<file path="config.mk">
export PLATFORM = sky130hd
export DESIGN_NAME = fetch_redirect_unit
export DESIGN_NICKNAME = d
export VERILOG_FILES = /design/src/rtl/rv_pkg.sv /design/src/rtl/fetch_redirect_unit_sat_counter.sv /design/src/rtl/fetch_redirect_unit.sv
export SDC_FILE = /design/constraint.sdc
export NUM_CORES = 1
export LEC_CHECK = 0
export CORE_AREA = 2 2 176 178
export CTS_CLUSTER_SIZE = 40
export DETAILED_ROUTE_END_ITERATION = 6
export DIE_AREA = 0 0 178 180
export PLACE_DENSITY_LB_ADDON = 0.3
export SLEW_MARGIN = 10
export SYNTH_ARGS = -nofsm -noshare
export SYNTH_HDL_FRONTEND = slang
export SYNTH_SLANG_ARGS = --single-unit
export TNS_END_PERCENT = 100
</file>
<file path="constraint.sdc">
create_clock -name clk -period 2.4 [get_ports clk]
set_input_delay 0.48 -clock clk [delete_from_list [all_inputs] [get_ports clk]]
set_output_delay 0.48 -clock clk [all_outputs]
set_load 0.02 [all_outputs]
</file>
<file path="src/rtl/rv_pkg.sv">
// Shared RISC-V front-end definitions: opcode fields, fetch metadata carried
// alongside each instruction, and the sequential PC step.
package rv_pkg;

  localparam logic [4:0]  OP_BRANCH   = 5'b11000;
  localparam logic [4:0]  OP_JAL      = 5'b11011;
  localparam logic [4:0]  OP_JALR     = 5'b11001;
  localparam logic [31:0] INSTR_BYTES = 32'd4;

  typedef struct packed {
    logic        v;
    logic [31:0] pc;
    logic        pred_taken;
    logic [31:0] pred_pc;
  } fetch_meta_t;

  function automatic logic [31:0] next_seq_pc(input logic [31:0] pc);
    return pc + INSTR_BYTES;
  endfunction

endpackage

</file>
<file path="src/rtl/fetch_redirect_unit_sat_counter.sv">
// Saturating up-counter: sticks at all-ones instead of wrapping.
module sat_counter #(
  parameter int WIDTH = 32
) (
  input  logic             clk,
  input  logic             reset,
  input  logic             i_en,
  output logic [WIDTH-1:0] o_count
);

  localparam logic [WIDTH-1:0] ONE = {{(WIDTH-1){1'b0}}, 1'b1};

  logic [WIDTH-1:0] r_count;

  always_ff @(posedge clk or negedge reset) begin
    if (!reset) begin
      r_count <= '0;
    end else if (i_en && (r_count != {WIDTH{1'b1}})) begin
      r_count <= r_count + ONE;
    end
  end

  assign o_count = r_count;

endmodule

</file>
<file path="src/rtl/fetch_redirect_unit.sv">
// Fetch PC generator: follows branch_control's prediction, resolves it in EX,
// redirects and flushes on a wrong guess, and trains the 2-bit predictor.
module fetch_redirect_unit
  import rv_pkg::*;
#(
  parameter logic [31:0] RESET_PC  = 32'h0000_0000,
  parameter int          CNT_WIDTH = 32
) (
  input  logic                 clk,
  input  logic                 reset,
  input  logic                 i_stall,
  output logic [31:0]          o_pc,
  input  logic                 i_pred_taken,
  input  logic [31:0]          i_pred_pc,
  input  logic                 i_ex_valid,
  input  logic                 i_ex_is_branch,
  input  logic                 i_ex_is_jalr,
  input  logic                 i_ex_actual_taken,
  input  logic [31:0]          i_ex_target,
  output logic                 o_flush,
  output logic                 o_update_en,
  output logic                 o_actual_taken,
  output logic [31:0]          o_update_pc,
  output logic [CNT_WIDTH-1:0] o_branch_count,
  output logic [CNT_WIDTH-1:0] o_mispredict_count
);

  logic [31:0] r_pc;
  fetch_meta_t r_sh_id;
  fetch_meta_t r_sh_ex;

  logic        w_ex_live;
  logic        w_br_wrong;
  logic        w_mispredict;
  logic        w_update_en;
  logic [31:0] w_redirect_pc;
  logic [31:0] w_next_pc;

  // A conditional branch is wrong if the direction differs, or if it was
  // taken to a different place than predicted. JALR is never predicted.
  assign w_ex_live   = r_sh_ex.v & i_ex_valid;
  assign w_br_wrong  = (r_sh_ex.pred_taken != i_ex_actual_taken) |
                       (i_ex_actual_taken & (r_sh_ex.pred_pc != i_ex_target));
  assign w_mispredict = w_ex_live & ((i_ex_is_branch & w_br_wrong) | i_ex_is_jalr);
  assign w_update_en  = w_ex_live & i_ex_is_branch;

  assign w_redirect_pc = (i_ex_actual_taken | i_ex_is_jalr) ? i_ex_target
                                                            : next_seq_pc(r_sh_ex.pc);

  always_comb begin
    if (w_mispredict) begin
      w_next_pc = w_redirect_pc;
    end else if (i_stall) begin
      w_next_pc = r_pc;
    end else if (i_pred_taken) begin
      w_next_pc = i_pred_pc;
    end else begin
      w_next_pc = next_seq_pc(r_pc);
    end
  end

  always_ff @(posedge clk or negedge reset) begin
    if (!reset) begin
      r_pc <= RESET_PC;
    end else begin
      r_pc <= w_next_pc;
    end
  end

  // Flush beats stall; a stall freezes IF/ID and pushes a bubble into EX.
  always_ff @(posedge clk or negedge reset) begin
    if (!reset) begin
      r_sh_id <= '0;
      r_sh_ex <= '0;
    end else if (w_mispredict) begin
      r_sh_id.v <= 1'b0;
      r_sh_ex.v <= 1'b0;
    end else if (i_stall) begin
      r_sh_ex.v <= 1'b0;
    end else begin
      r_sh_id <= '{v: 1'b1, pc: r_pc, pred_taken: i_pred_taken, pred_pc: i_pred_pc};
      r_sh_ex <= r_sh_id;
    end
  end

  sat_counter #(.WIDTH(CNT_WIDTH)) u_branch_cnt (
    .clk     (clk),
    .reset   (reset),
    .i_en    (w_update_en),
    .o_count (o_branch_count)
  );

  sat_counter #(.WIDTH(CNT_WIDTH)) u_mispredict_cnt (
    .clk     (clk),
    .reset   (reset),
    .i_en    (w_mispredict),
    .o_count (o_mispredict_count)
  );

  assign o_pc           = r_pc;
  assign o_flush        = w_mispredict;
  assign o_update_en    = w_update_en;
  assign o_actual_taken = w_update_en & i_ex_actual_taken;
  assign o_update_pc    = w_update_en ? r_sh_ex.pc : 32'h0;

endmodule

</file>
# --- Word-level counts from Yosys, hierarchy flattened ---
# Cells that the tools add are included.
totals:
  register_bits: 228
  latchBits: 0
  ram_bits: 0
  romBits: 0
  inputBits: 72
  output_inout_bits: 131
  elab_cells: 43
  n_memories: 0
classes:
  n_addsub: 4
  multipliers: 0
  div: 0
  n_lt_le_gt_ge: 0
  n_eq_ne: 5
  shifts: 0
  muxes: 9
  bitwise_logic: 11
  n_reduce_logical: 3
op_table:
  columns: ["op", "count"]
  rows:
  - ["32-bit 2-to-1 mux", 5]
  - ["66-bit 2-to-1 mux", 1]
  - ["32-bit by 1-bit adder with 32-bit output (second input constant)", 2]
  - ["32-bit by 3-bit adder with 32-bit output (second input constant)", 2]
  - ["32-bit != test (second input constant)", 2]
  - ["32-bit != test", 1]
  - ["1-bit AND", 6]
  - ["1-bit 2-to-1 mux", 3]
  - ["1-bit OR", 3]
  - ["1-bit logical AND", 2]
  - ["2-bit by 1-bit != test with 1-bit output (second input constant)", 1]
  - ["1-bit inverter", 2]
  - ["2-bit AND reduction", 1]
  - ["1-bit != test", 1]

# --- Logic depth before layout (Yosys ltp) ---
# Gate-level depths: netlist of the first run.
depth:
  ltp_word: 8
  ltp_mapped: 10
  depth_no_buf: 7

# --- Hierarchy ---
# From an unflattened synthesis of the first run, not the netlist that was laid out.
hier_totals:
  cells_unflattened: 1086
  area_unflattened_um2: 11920.2
by_module_without_submodules:
  columns: ["module", "n_inst", "cells_per_inst", "area_each_um2"]
  rows:
  - ["fetch_redirect_unit", 1, 784, 8672.1]
  - ["sat_counter", 2, 151, 1624.1]

# --- Worst setup path after synthesis of the first run ---
# No wires, ideal clock.
synth_timing:
  path_kind: "register to register"
  startpoint: "reg u_branch_cnt.r_count[0] (netlist: u_branch_cnt.o_count[0])"
  endpoint: "reg u_branch_cnt.r_count[12] (netlist: u_branch_cnt.o_count[12])"
  setup_ps: 132
  t_arrival_ps: 2306
  required_time_ps: 2268
  slack_ps: -38
  path_stages_with_launch: 10
  period_less_slack_ps: 2438
  cell_sequence: "dfrtp_1 -> ha_1 -> nand3_2 -> or3_1 -> or3_1 -> buf_2 -> o21a_1 -> buf_6 -> and4_1 -> xor2_1"
synth_between:
  elab_chain_cells: 2
synth_rtl:
  columns: ["item", "line_no", "source"]
  rows:
  - ["start, declared", "fetch_redirect_unit_sat_counter.sv:13", "logic [WIDTH-1:0] r_count;"]
  - ["start signal, assigned", "fetch_redirect_unit_sat_counter.sv:19", "r_count <= r_count + ONE;"]
  - ["parallel branches: the longest is 2 deep, another holds 32-bit by 1-bit adder with 32-bit output", null, null]
# Parallel ways; which one is timed is not known.
# A chain may end at the register's enable or synchronous reset.

# --- Final worst setup path of the first run ---
layout_timing:
  startpoint: "in i_ex_target[16]"
  endpoint: "reg r_sh_ex[62] (netlist bit)"
layout_between:
  elab_chain_cells: 8
layout_rtl:
  columns: ["item", "line_no", "source"]
  rows:
  - ["start, declared", "fetch_redirect_unit.sv:19", "input logic [31:0] i_ex_target,"]
  - ["32-bit != test", "fetch_redirect_unit.sv:43", "(i_ex_actual_taken & (r_sh_ex.pred_pc != i_ex_target));"]
  - ["1-bit AND", "fetch_redirect_unit.sv:43", null]
  - ["1-bit OR", "fetch_redirect_unit.sv:42", "assign w_br_wrong = (r_sh_ex.pred_taken != i_ex_actual_taken) |"]
  - ["1-bit AND", "fetch_redirect_unit.sv:44", "assign w_mispredict = w_ex_live & ((i_ex_is_branch & w_br_wrong) | i_ex_is_jalr);"]
  - ["1-bit OR", "fetch_redirect_unit.sv:44", null]
  - ["1-bit AND", "fetch_redirect_unit.sv:44", null]
  - ["1-bit inverter (no line)", null, null]
  - ["2-bit AND reduction (no line)", null, null]
  - ["end signal, assigned", "fetch_redirect_unit.sv:82", "r_sh_ex <= r_sh_id;"]
  - ["end, declared", "fetch_redirect_unit.sv:30", "fetch_meta_t r_sh_ex;"]
# Every way passes these cells.

==> results of run 1 <==
## path summary, 6_finish.rpt
kind                            startpoint                           to  slack [ps]  depth (start not counted)
setup / recovery           i_ex_target[16]                  r_sh_ex[62]        -400                         13
hold / removal             i_ex_target[24]                     o_pc[24]         350                          3
setup reg to reg               r_sh_ex[29]                  r_sh_ex[62]        -390                         12
hold reg to reg                r_sh_id[65]                  r_sh_id[65]         480                          1
max in group asynchronous            reset                  r_sh_id[43]        1150                          3
min in group asynchronous            reset  u_mispredict_cnt.o_count[3]         510                          2
## registers in the layout, indices dropped and copies added, names as in the netlist
signal and count:
r_sh_ex 66, r_sh_id 66, u_mispredict_cnt.o_count 32, u_branch_cnt.o_count 32, o_pc 32
## cell usage after synthesis (3+ instances only)
master and n:
a21oi_1 18, nor3_1 22, buf_4 10, buf_6 3, xor2_1 28, inv_1 6, a22oi_1 5, nor4_1 10
xnor2_1 93, o2111ai_1 7, or3_1 4, mux2_2 144, and4_1 16, ha_1 4, nor2b_1 7, and2_1 42
a2bb2oi_1 4, o22ai_1 8, clkbuf_1 25, nand2_1 60, o21ai_0 19, a221oi_1 6, o211ai_1 5, buf_1 3
nand3_2 4, nor3b_1 5, o21a_1 4, nand4_1 50, buf_2 12, mux2i_1 44, dfrtp_1 228, nor2_1 48
nand3_1 51, and3_1 28
## worst max-delay path: cells and delay by family
family	cells	cell delay, ps
AO/OA/AOI/OAI	1	160
XOR/XNOR	1	150
buffers and inverters	7	1360
multiplexers	1	320
AND/OR/NAND/NOR	3	740
## metrics by stage
step	utilization	hold WS [ps]	total power [mW]
6_report	0.5798	348.8	14.13
5_1_grt	0.5797	364.6	14.66
4_1_cts	0.5677	455.4	13.91
3_5_place_dp	0.5019	466.8	8.901
3_3_place_gp	0.5019	457.0	8.808
2_1_floorplan	-	184.4	7.085
## final cells by class
type	count	share of cell area
flip-flops and latches	228	0.3261
clock inverters	12	0.01387
diodes	1	0.0001430
repair buffers	365	0.2172
multi-input cells	768	0.3714
clock buffers	34	0.04124
well taps	396	0.02831
inverters	8	0.001716
## power groups by stage
stage	Combinational, mW	Sequential (mW)	Clock, mW
after floorplan	1.61	5.48	0
after global placement	3.51	5.30	0
after detailed placement	3.56	5.34	0
after CTS	4.06	5.31	4.55
after global routing	4.50	5.46	4.70
final	4.26	5.37	4.50
## kinds of logic after synthesis
kind of cell	after synthesis	share of synthesized area
compound gates	90	0.05154
fa+ha+maj	4	0.004225
mux	188	0.1741
simple gates	365	0.1718
flops	228	0.4816
xor+xnor	121	0.08946
buf+inv	63	0.02725
## repair_timing
item	CTS	global route
hold endpoints to repair	66	0
setup endpoints to repair	171	185
setup buffers	19	13
gates cloned	13	6
pin swaps	8	15
gates resized for setup	175	141
hold buffers	1	0
## routing by layer
layer / GRT usage / wire length (µm) / share of wire
met4: 0.08557 / 1682 / 0.042
met5: 0 / 25 / 0.00063
met3: 0.04484 / 3149 / 0.080
met1: 0.3117 / 16180 / 0.41
met2: 0.3845 / 18550 / 0.47
==> impl_metrics.env, run 1 <==
export IMPL_synthTopCellsByArea="dfrtp_1 (48%), mux2_2 (14%), xnor2_1 (6.9%)"
export IMPL_synth_top_area_share=0.4816
export IMPL_die_x_um=178
export IMPL_cp_max_fo=5
export IMPL_cp_start_kind="input port"
export IMPL_syn_area_per_cell_um2=11.19
export IMPL_synth_edf_count=0
export IMPL_num_io_pins=203
export IMPL_skew_ps=13.87
export IMPL_wl_mm=39.59
export IMPL_yosysWarnings=0
export IMPL_crit_type="input port to register"
export IMPL_final_common_cell="dfrtp_1"
export IMPL_grt_pass1_wl_mm=58.86
export IMPL_numCtsBuffers=27
export IMPL_route_detailed_drc=0
export IMPL_grt_max_degree=72
export IMPL_end_kind="register"
export IMPL_fin_nets=1474
export IMPL_num_rows=64
export IMPL_avgRoutedWirePerCell_um=21.85
export IMPL_multi_input_area_mm2=0.006501
export IMPL_path_common_cell="buf_12"
export IMPL_drv_slew=0
export IMPL_worst_pin_slew_ps=600.4
export IMPL_finalCritPeriodShare=1.168
export IMPL_syn_area_mm2=0.01185
export IMPL_seq_power_share=0.380
export IMPL_synth_area_leader_cell="dfrtp_1"
export IMPL_hpwlAfterDp_mm=25.59
export IMPL_fin_crit_ps=2802
export IMPL_pre_cts_slack_ps=-849.1
export IMPL_power_frac_clock=0.319
export IMPL_tns_ps=-41560
export IMPL_power_frac_comb=0.301
export IMPL_fmax_mhz=356.8
export IMPL_grt_pass1_vias=10026
export IMPL_initial_utilization=0.3924
export IMPL_htree_levels=1
export IMPL_viasPerCell=5.569
export IMPL_clk_path_buf_depth=3
export IMPL_p_sw_mw=4.303
export IMPL_slowest_delay_ps=590
export IMPL_clk_pin_slew_ps=60
export IMPL_powerDensity_mw_per_mm2=806.9
export IMPL_syn_inst=1059
export IMPL_outcome="finished with violations"
export IMPL_placed_cell_area_mm2=0.01515
export IMPL_synth_flop_cell="dfrtp_1"
export IMPL_fillers=2443
export IMPL_regArea_mm2=0.005708
export IMPL_setup_viol=171
export IMPL_crit_required_ps=2830
export IMPL_violations="negative setup slack"
export IMPL_synth_fp_nets=1135
export IMPL_drt_initial_drc_count=767
export IMPL_final_cell_mix="dfrtp_1 (226), clkdlybuf4s50_1 (158), mux2_4 (129)"
export IMPL_insertion_delay_ps=540
export IMPL_gp_congestion=0.8642
export IMPL_internal_power_mw=9.822
export IMPL_seq_area_frac_synth=0.4816
export IMPL_track_usage=0.2359
export IMPL_async_flop_share=1.000
export IMPL_grt_overflow=0
export IMPL_clock_root_buffer="clkbuf_16"
export IMPL_stdcell_area_mm2=0.01750
export IMPL_die_h_um=180
export IMPL_ys_types=60
export IMPL_ant_nets=0
export IMPL_syn2layout_area_growth_pct=47.76
export IMPL_crit_chain="clkdlybuf4s50_1 -> xnor2_2 -> nand4_1 -> nor4_4 -> nand4_1 -> buf_6 -> a21oi_4 -> buf_6 -> buf_12 -> buf_12 -> buf_12 -> buf_16 -> mux2_2"
export IMPL_critPathArrivalTime_ps=3230
export IMPL_synth_seq_cells=228
export IMPL_numPortBuffers=202
export IMPL_vias=10091
export IMPL_hold_viol_final=0
export IMPL_placed_cells=1724
export IMPL_p_leak_nw=7.695
export IMPL_firstDrtPassIters=5
export IMPL_switching_share=0.3047
export IMPL_hp_class="input port to register"
export IMPL_cts_sinks=228
export IMPL_drive_gt1_frac=0.2883
export IMPL_ir_drop_uv=540.5
export IMPL_slew_headroom=0.5983
export IMPL_rsz0062_at_grt="true"
export IMPL_worst_slack_ps=-402.3
export IMPL_stdcell_count=1812
export IMPL_core_area_mm2=0.03019
export IMPL_cts_tree="yes"
export IMPL_dieArea_mm2=0.03204
export IMPL_cap_violations=0
export IMPL_crit_slowest_cell="clkdlybuf4s50_1"
export IMPL_antenna_found_initial=4
No activity file was read; power rests on OpenSTA's default activity.
==> run 2, diff against run 1 <==
--- a/config.mk
+++ b/config.mk
@@ -10,7 +10,6 @@
 export DETAILED_ROUTE_END_ITERATION = 6
 export DIE_AREA = 0 0 178 180
 export PLACE_DENSITY_LB_ADDON = 0.3
-export SLEW_MARGIN = 10
 export SYNTH_ARGS = -nofsm -noshare
 export SYNTH_HDL_FRONTEND = slang
 export SYNTH_SLANG_ARGS = --single-unit
==> results of run 2 <==
No change in the layout: final DEF, timing and power equal those of run 1.
==> run 3, diff against run 2 <==
--- a/config.mk
+++ b/config.mk
@@ -5,6 +5,7 @@
 export SDC_FILE = /design/constraint.sdc
 export NUM_CORES = 1
 export LEC_CHECK = 0
+export ABC_CLOCK_PERIOD_IN_PS = 2400
 export CORE_AREA = 2 2 176 178
 export CTS_CLUSTER_SIZE = 40
 export DETAILED_ROUTE_END_ITERATION = 6
==> results of run 3 <==
No change in the layout: final DEF, timing and power equal those of run 1.
